[config.mk]
export PLATFORM = sky130hd
export DESIGN_NAME = fsgn_stage
export DESIGN_NICKNAME = d
export VERILOG_FILES = /design/src/rtl/fpu_pkg.sv /design/src/rtl/fsgn_op_core.sv /design/src/rtl/fsgn_stage.sv
export SDC_FILE = /design/constraint.sdc
export NUM_CORES = 1
export LEC_CHECK = 0
export CORE_ASPECT_RATIO = 0.7
export CORE_UTILIZATION = 44
export CTS_CLUSTER_SIZE = 14
export DETAILED_ROUTE_END_ITERATION = 16
export HOLD_SLACK_MARGIN = 0.08
export PLACE_DENSITY = 0.77
export SLEW_MARGIN = 20
export SYNTH_ARGS = -nofsm -noshare
export SYNTH_HDL_FRONTEND = slang
export SYNTH_SLANG_ARGS = --single-unit
[constraint.sdc]
create_clock -name clk -period 1.6 [get_ports clk]
set_clock_uncertainty 0.05 [all_clocks]
set_input_delay 0.24 -clock clk [delete_from_list [all_inputs] [get_ports clk]]
set_output_delay 0.24 -clock clk [all_outputs]
set_load 0.01 [all_outputs]
[src/rtl/fpu_pkg.sv]
// Shared FPU definitions: sign-injection op encoding, IEEE-754
// single-precision constants and the NaN classifier.
package fpu_pkg;

  typedef enum logic [1:0] {
    SGN_J   = 2'b00,
    SGN_JN  = 2'b01,
    SGN_JX  = 2'b10,
    SGN_MOV = 2'b11
  } sgn_op_t;

  localparam logic [7:0]  EXP_ALL1  = 8'hFF;
  localparam logic [31:0] CANON_NAN = 32'h7FC0_0000;

  function automatic logic is_nan(input logic [31:0] v);
    return (v[30:23] == EXP_ALL1) && (v[22:0] != 23'd0);
  endfunction

endpackage

[src/rtl/fsgn_op_core.sv]
// Combinational sign-injection datapath (FSGNJ/FSGNJN/FSGNJX/MOV).
// Ports: x1, x2, op in; y result, exc NaN-operand flag out.
// Macro FSGN_CANON_NAN_EN: NaN results of 00/01/10 become 7FC00000.
module fsgn_op_core
  import fpu_pkg::*;
(
  input  logic [31:0] x1,
  input  logic [31:0] x2,
  input  logic [1:0]  op,
  output logic [31:0] y,
  output logic        exc
);

  logic n1;
  logic n2;
  logic sgn;

  assign n1 = is_nan(x1);
  assign n2 = is_nan(x2);

  always_comb begin
    sgn = x2[31];
    unique case (sgn_op_t'(op))
      SGN_J:   sgn = x2[31];
      SGN_JN:  sgn = ~x2[31];
      SGN_JX:  sgn = x1[31] ^ x2[31];
      SGN_MOV: sgn = x1[31];
      default: sgn = x2[31];
    endcase
  end

  always_comb begin
    y   = x1;
    exc = 1'b0;
    if (sgn_op_t'(op) != SGN_MOV) begin
      exc = n1 | n2;
      unique case (1'b1)
        n1:      y = {x1[31], EXP_ALL1, 1'b1, x1[21:0]};
        n2:      y = {x2[31], EXP_ALL1, 1'b1, x2[21:0]};
        default: y = {sgn, x1[30:0]};
      endcase
`ifdef FSGN_CANON_NAN_EN
      if (n1 | n2) y = CANON_NAN;
`else
`endif
    end
  end

endmodule

[src/rtl/fsgn_stage.sv]
// Handshaked sign-injection stage with a 2-entry result buffer and
// sticky NaN flag. Ports: in_* from dispatch, out_* to writeback,
// nan_sticky/flag_clr for fcsr. Macro FSGN_CANON_NAN_EN (in core).
module fsgn_stage
  import fpu_pkg::*;
#(
  parameter int TAG_W = 5,
  parameter int DEPTH = 2
) (
  input  logic             clk,
  input  logic             rstn,
  input  logic             in_valid,
  output logic             in_ready,
  input  logic [1:0]       in_op,
  input  logic [31:0]      in_x1,
  input  logic [31:0]      in_x2,
  input  logic [TAG_W-1:0] in_tag,
  output logic             out_valid,
  input  logic             out_ready,
  output logic [31:0]      out_y,
  output logic [TAG_W-1:0] out_tag,
  output logic             out_exc,
  output logic             nan_sticky,
  input  logic             flag_clr
);

  localparam logic [1:0] FULL = 2'(DEPTH);

  logic [31:0]      y_q   [2];
  logic [TAG_W-1:0] tag_q [2];
  logic             exc_q [2];

  logic       rd_ptr;
  logic       wr_ptr;
  logic [1:0] count;

  logic [31:0] res_y;
  logic        res_exc;
  logic        push;
  logic        pop;

  fsgn_op_core u_core (
    .x1  (in_x1),
    .x2  (in_x2),
    .op  (in_op),
    .y   (res_y),
    .exc (res_exc)
  );

  // Ready is taken from registered state only, so it never waits
  // on writeback; a pop at full frees space for the next cycle.
  assign in_ready  = (count != FULL);
  assign out_valid = (count != 2'd0);
  assign push      = in_valid & in_ready;
  assign pop       = out_valid & out_ready;

  assign out_y   = y_q[rd_ptr];
  assign out_tag = tag_q[rd_ptr];
  assign out_exc = exc_q[rd_ptr];

  always_ff @(posedge clk or negedge rstn) begin
    if (!rstn) begin
      for (int i = 0; i < 2; i++) begin
        y_q[i]   <= '0;
        tag_q[i] <= '0;
        exc_q[i] <= 1'b0;
      end
      rd_ptr     <= 1'b0;
      wr_ptr     <= 1'b0;
      count      <= 2'd0;
      nan_sticky <= 1'b0;
    end else begin
      if (push) begin
        y_q[wr_ptr]   <= res_y;
        tag_q[wr_ptr] <= in_tag;
        exc_q[wr_ptr] <= res_exc;
        wr_ptr        <= ~wr_ptr;
      end
      if (pop) rd_ptr <= ~rd_ptr;
      count <= count + {1'b0, push} - {1'b0, pop};
      // Set beats clear when both happen together.
      if (pop && exc_q[rd_ptr]) nan_sticky <= 1'b1;
      else if (flag_clr)        nan_sticky <= 1'b0;
    end
  end

endmodule

==> Word-level counts from Yosys, hierarchy flattened <==
Cells that the tools add are included.
{ "op_classes": {"n_bitwise": 9, "n_lt_le_gt_ge": 3, "mux": 24, "reduce_logical": 9, "n_eq_ne": 7, "n_addsub": 2} }
{ "op_table": {"columns": ["cell", "count"], "rows": [
  ["32-bit 2-to-1 mux", 5],
  ["64-bit bitwise mux", 1],
  ["32-bit case mux with 2 select lines", 1],
  ["23-bit nonzero test", 2],
  ["32-bit demux with 1-bit select", 1],
  ["5-bit 2-to-1 mux", 4],
  ["8-bit == test, second input constant", 2],
  ["10-bit bitwise mux", 1],
  ["1-bit 2-to-1 mux", 7],
  ["5-bit demux with 1-bit select", 1],
  ["2-bit == test, second input constant", 2],
  ["2-bit greater-or-equal comparator, second input constant", 2],
  ["1-bit logical AND", 4],
  ["2-bit != test, second input constant", 2],
  ["1-bit inverter with 2-bit output", 2],
  ["1-bit case mux with 4 select lines", 1],
  ["2-bit nonzero test", 2],
  ["1-bit inverter", 3],
  ["2-bit by 1-bit adder with 2-bit output", 1],
  ["1-bit bitwise AND", 2],
  ["2-bit bitwise mux", 1],
  ["2-bit by 1-bit == test with 1-bit output, second input constant", 1],
  ["2-bit zero test", 1],
  ["2-bit by 1-bit less-than comparator with 1-bit output, second input constant", 1],
  ["other kinds (4)", 4]
]} }
{ "totals": {"inputBits": 76, "ff_bits": 81, "elab_cells": 64} }

==> Depth between registers and ports, before layout <==
{ "depth": {"word_depth": 6, "ltp_mapped": 8} }

==> Modules after synthesis <==
Synthesis repeated with hierarchy kept, for this count alone.
{ "hier_totals": {"cells_unflattened": 299, "area_unflattened_um2": 4274.1} }
{ "modules_own_cells": {"columns": ["mod", "area_each_um2", "instances", "cells_each", "seq_area_each_um2"], "rows": [
  ["fsgn_stage", 3702.3, 1, 223, 2026.9],
  ["fsgn_op_core", 571.8, 1, 76, 0.0]
]} }

==> Worst setup path after synthesis <==
Ideal clock, no wire load.
{ "synth_timing": {"path_type": "input-to-reg", "start": "input port in_x1[4]", "end": "register y_q[34] (netlist name)", "arrival_time_ns": 1.615, "setup_ns": 0.126, "path_buffers": 1, "setup_slack_ns": -0.191, "cell_stages": 6, "cell_sequence": "or4_1 > nor2_2 > a211o_4 > a21oi_4 > buf_6 > a221o_1"} }
{ "synth_between": {"elab_chain_cells": 5} }
{ "synth_rtl": {"columns": ["item", "line_no", "text"], "rows": [
  ["start, declared", "fsgn_stage.sv:15", "input logic [31:0] in_x1,"],
  ["23-bit nonzero test", "fpu_pkg.sv:16", "return (v[30:23] == EXP_ALL1) && (v[22:0] != 23'd0);"],
  ["1-bit logical AND", "fpu_pkg.sv:16", null],
  ["32-bit case mux with 2 select lines", "fsgn_op_core.sv:37", "unique case (1'b1)"],
  ["32-bit 2-to-1 mux", "fsgn_op_core.sv:35", "if (sgn_op_t'(op) != SGN_MOV) begin"],
  ["64-bit bitwise mux", "fsgn_stage.sv:74", "y_q[wr_ptr] <= res_y;"],
  ["end signal, assigned by index", "fsgn_stage.sv:74", null],
  ["end, declared", "fsgn_stage.sv:29", "logic [31:0] y_q [2];"]
]} }
Every way passes these cells.
A chain may end at the register's enable or synchronous reset.

==> Worst setup path after layout <==
{ "layout_timing": {"start": "register rd_ptr", "end": "output port out_y[8]"} }
{ "layout_between": {"elab_chain_cells": 4} }
{ "layout_rtl": {"columns": ["item", "line_no", "text"], "rows": [
  ["start, declared", "fsgn_stage.sv:33", "logic rd_ptr;"],
  ["start signal, assigned", "fsgn_stage.sv:79", "if (pop) rd_ptr <= ~rd_ptr;"],
  ["1-bit inverter with 2-bit output (not written as such)", "fsgn_stage.sv:57", "assign out_y = y_q[rd_ptr];"],
  ["32-bit 2-to-1 mux (not written as such) (3 in series)", "fsgn_stage.sv:57", null],
  ["end, declared", "fsgn_stage.sv:20", "output logic [31:0] out_y,"]
]} }
Every way passes these cells. The select of a mux whose other input is x is not followed.

==> results.md <==
- The power per cell area is 1880 nW/um^2.
- The final instance area is 7910 sq um.
- The vias per cell is 6.66.
- The final hold slack is 0.150 ns.
- In this run the tool buffered the top-level ports with between 100 and 150 buffer cells.
- The number of nets in the synthesized netlist is between 400 and 500.
- For this run, the post-layout net count is 721.
- Clock tree synthesis selected as its root buffer the cell clkbuf_16.
- The number of DRC markers in iteration 0 is 823.
- For this design, the sink count on the clock tree is just over 80.
- The count of yosys warnings during synthesis is 0.
- Of the synthesized area, sequential elements account for 0.487.
- The total count of max-transition violations in the final report is 0.
- Entering global routing, the biggest net connects 82 pins.
- Summed over all nets, wire length on met2 after detailed routing comes to around 10000 microns.
- The post-route met1 wirelength is 8250 microns.
- The final reports fail on negative setup slack.
- Dividing the detail-routed wire length by the instance count gives approximately 30 microns.
- After synthesis, the cell types taking the most area are dfrtp_1 49%, mux2_2 10%, a221o_1 10%.
- The smallest setup slack after layout is -0.365 ns.
- Detailed placement ended at an HPWL of 8910 microns.
- The via count of the first global-routing pass is 5152.
- In this run the cell area of the synthesized design comes to 4160 sq um.
- The count of unresolved DRC violations after routing is 0.
- The worst pin sits at a relative slew slack of 0.557.
- After detailed routing, no signal wire sits above met4.
- Relative to the synthesized area, the layout overhead comes to 90.0%.
- From bottom edge to top edge, the die measures 83.4 microns.
- IR analysis of the VDD net gives a maximum drop of 1.53 mV.
- Setup repair after global routing could not meet its margin everywhere.
- The antenna violation net count after detailed routing is 0.
- The achievable frequency is between 0.5 and 0.6 GHz.
- The most common cell in the synthesized netlist is dfrtp_1.
- After detailed routing, the met3 layer carries 2960 microns of wire.
- The leakage power total is 0.00357 uW.
- The clock period minus worst slack is 1.96 ns.
- The CTS tree is yes.
- The count of boundary I/O pins is approximately 120.
- The kind of start point of the critical path is a flip-flop.
- The width of the chip is 118 microns.
- The number of antenna violations at the first check in global routing came to 0.
- The number of H-tree levels is 3.
- The number of antenna diodes in the final layout is 0.
- The max-cap check violation count is 0.
- The share of synthesized registers carrying an async set or reset is 1.00.
- In the final layout, the share of cells above drive strength 1 is 0.605.
- Routability-driven placement finished with a final weighted congestion of roughly 0.8.
- For the worst flop-to-flop path, the logic depth is 7.
- The required time of the critical path is 1.31 ns.
- The flop and latch count out of synthesis is 81.
- The number of enable flip-flop cells after synthesis is 0.
- For the pin with the worst max-slew slack, the measured transition is 0.659 ns.
- The start-to-end type of the worst setup path is flip-flop to output pin.
- The worst hold path was traced through 2 stages.
- By count the netlist is led by 81 x dfrtp_1, 42 x a221o_1, 39 x nand2_1, 38 x mux2_2, 36 x nor2_1.
- Of all nets on the critical path, the largest fanout is 4.
- The synthesized design spends more area on one cell type than any other, namely dfrtp_1.
- Data arrives at the worst endpoint at 1.67 ns.
- The count of cell types in the netlist is 44.
- The first global-routing pass estimated 29800 microns of wire.
- Summing all placed instances gives a cell area of 6110 sq um.
- The first detailed-routing pass took 7 iterations.
- The final wirelength is 23100 microns.
- The number of hold-slack violations in the final timing report was 0.
- Summing internal, switching and leakage power gives 14900 uW.
- The global-route usage over all layers is 0.407.
- Setup violations remaining at the end of the flow were counted as 112.
- The number of rows created at floorplan is 29.
- The flow ran to the end, but the final reports show violations.
- The critical path endpoint category is an output pin.
- The proportion of netlist area held by the largest area contributor is 0.487.
- The most used flip-flop cell after synthesis is dfrtp_1.
- For the worst-skew pair, the clock arrives at the later sink with an insertion delay of between 0.3 and 0.4 ns.
- The via count is 5139.
- The CTS clock-pin slew for the worst setup and hold paths is 0.07 ns.
- The floorplan die area is between 9000 and 10000 sq um.
- Synthesis produced a netlist whose cell count is 388.
- After floorplanning, the core was sized to cover 9110 sq um.
- The starting density of the core is 0.457.
- The total CTS buffers is 9.
- The per-instance average area after synthesis is 10.7 sq um.
- The total overflow left after global routing is 0.
- The maximum count of clock buffers along a single path is 2.
- The portion of the clock cycle consumed by the worst path in the final layout is 1.23.
- The worst hold path class is input port to flip-flop.
-- registers in the layout, indices dropped and copies added (netlist names) --
name,count
y_q,64
tag_q,10
count,2
exc_q,2
nan_sticky,1
rd_ptr,1
wr_ptr,1
-- metrics by stage --
step / std cells / utilization / setup TNS [ns] / setup slack (ns)
finish: 772 / 0.868 / -24.53 / -0.365
global route: 772 / 0.868 / -25.75 / -0.377
detailed placement: 689 / 0.671 / -64.01 / -0.968
CTS: 766 / 0.827 / -13.65 / -0.369
global placement: 689 / 0.671 / -60.91 / -0.930
floorplan: 388 / - / -6.14 / -0.141
-- per-layer routing --
metal,global-route usage,vias to the layer above
met1,0.505,2471
met3,0.118,175
met2,0.636,552
li1,-,1941
met5,0,-
met4,0.235,0
-- kinds of logic (layout without fill, tap and decap cells) --
group / Yosys count / in the layout / synth area share
compound gates: 80 / 83 / 0.165
simple gates: 154 / 154 / 0.191
flops: 81 / 81 / 0.487
xor+xnor: 3 / 3 / 0.00631
fa+ha+maj: 2 / 2 / 0.00601
buf+inv: 30 / 287 / 0.0421
mux: 38 / 38 / 0.103
-- path summary, 6_finish.rpt --
check                                from  endpoint  slack (ns)
worst max-delay path               rd_ptr  out_y[8]       -0.36
worst min-delay path            in_x1[14]   y_q[14]        0.15
worst max register to register   count[1]   y_q[51]       -0.27
worst min register to register   tag_q[2]  tag_q[2]        0.44
max in group asynchronous            rstn   y_q[29]        0.74
min in group asynchronous            rstn   y_q[11]        0.40
-- repair_timing --
action                     CTS  global route
gates cloned                12             2
hold buffers                 1             0
gates resized for setup    473           137
buffers inserted            53            14
pin swaps                   52            48
setup endpoints to repair  117           113
hold endpoints to repair    81             0
-- critical path, cell delays in order (launching register included) --
cell and delay (ns):
dfrtp_2 0.44, buf_12 0.14, buf_8 0.12, buf_16 0.13
mux2_4 0.35, buf_6 0.14
-- cells in the final DEF, fill, tap and decap left out, types with 3 or more instances in the layout --
master / Yosys / layout
buf_16: 0 / 7
mux2_4: 0 / 6
nand4_1: 4 / 4
clkbuf_2: 0 / 12
buf_8: 0 / 3
or4_4: 0 / 4
clkbuf_16: 0 / 11
nand2_4: 0 / 8
nand2_1: 39 / 25
nor2_4: 0 / 17
nor2_1: 36 / 16
clkdlybuf4s15_1: 0 / 8
nand2_2: 0 / 6
a21oi_4: 2 / 12
buf_6: 5 / 91
clkdlybuf4s50_1: 0 / 11
mux2_2: 38 / 32
a21oi_2: 1 / 12
nor3_4: 0 / 3
nor4_4: 0 / 5
a221o_1: 42 / 42
buf_12: 0 / 19
dlygate4sd2_1: 0 / 10
buf_2: 2 / 16
and2_1: 22 / 22
nor2_2: 2 / 5
buf_4: 6 / 86
dfrtp_1: 81 / 80
nor2b_1: 23 / 23
-- cell type report --
class	count	area [sq um]
inverter	4	17.5
tap	124	155
timing repair buffer	267	2780
multi-input combinational	280	2610
clock inverter	5	62.6
sequential	81	2030
clock buffer	11	253
fill	363	1200
-- where the power goes --
group,internal [uW],switching [uW]
combinational,4740,4020
clock,1300,956
sequential,3010,832
(Power assumes the default switching activity.)
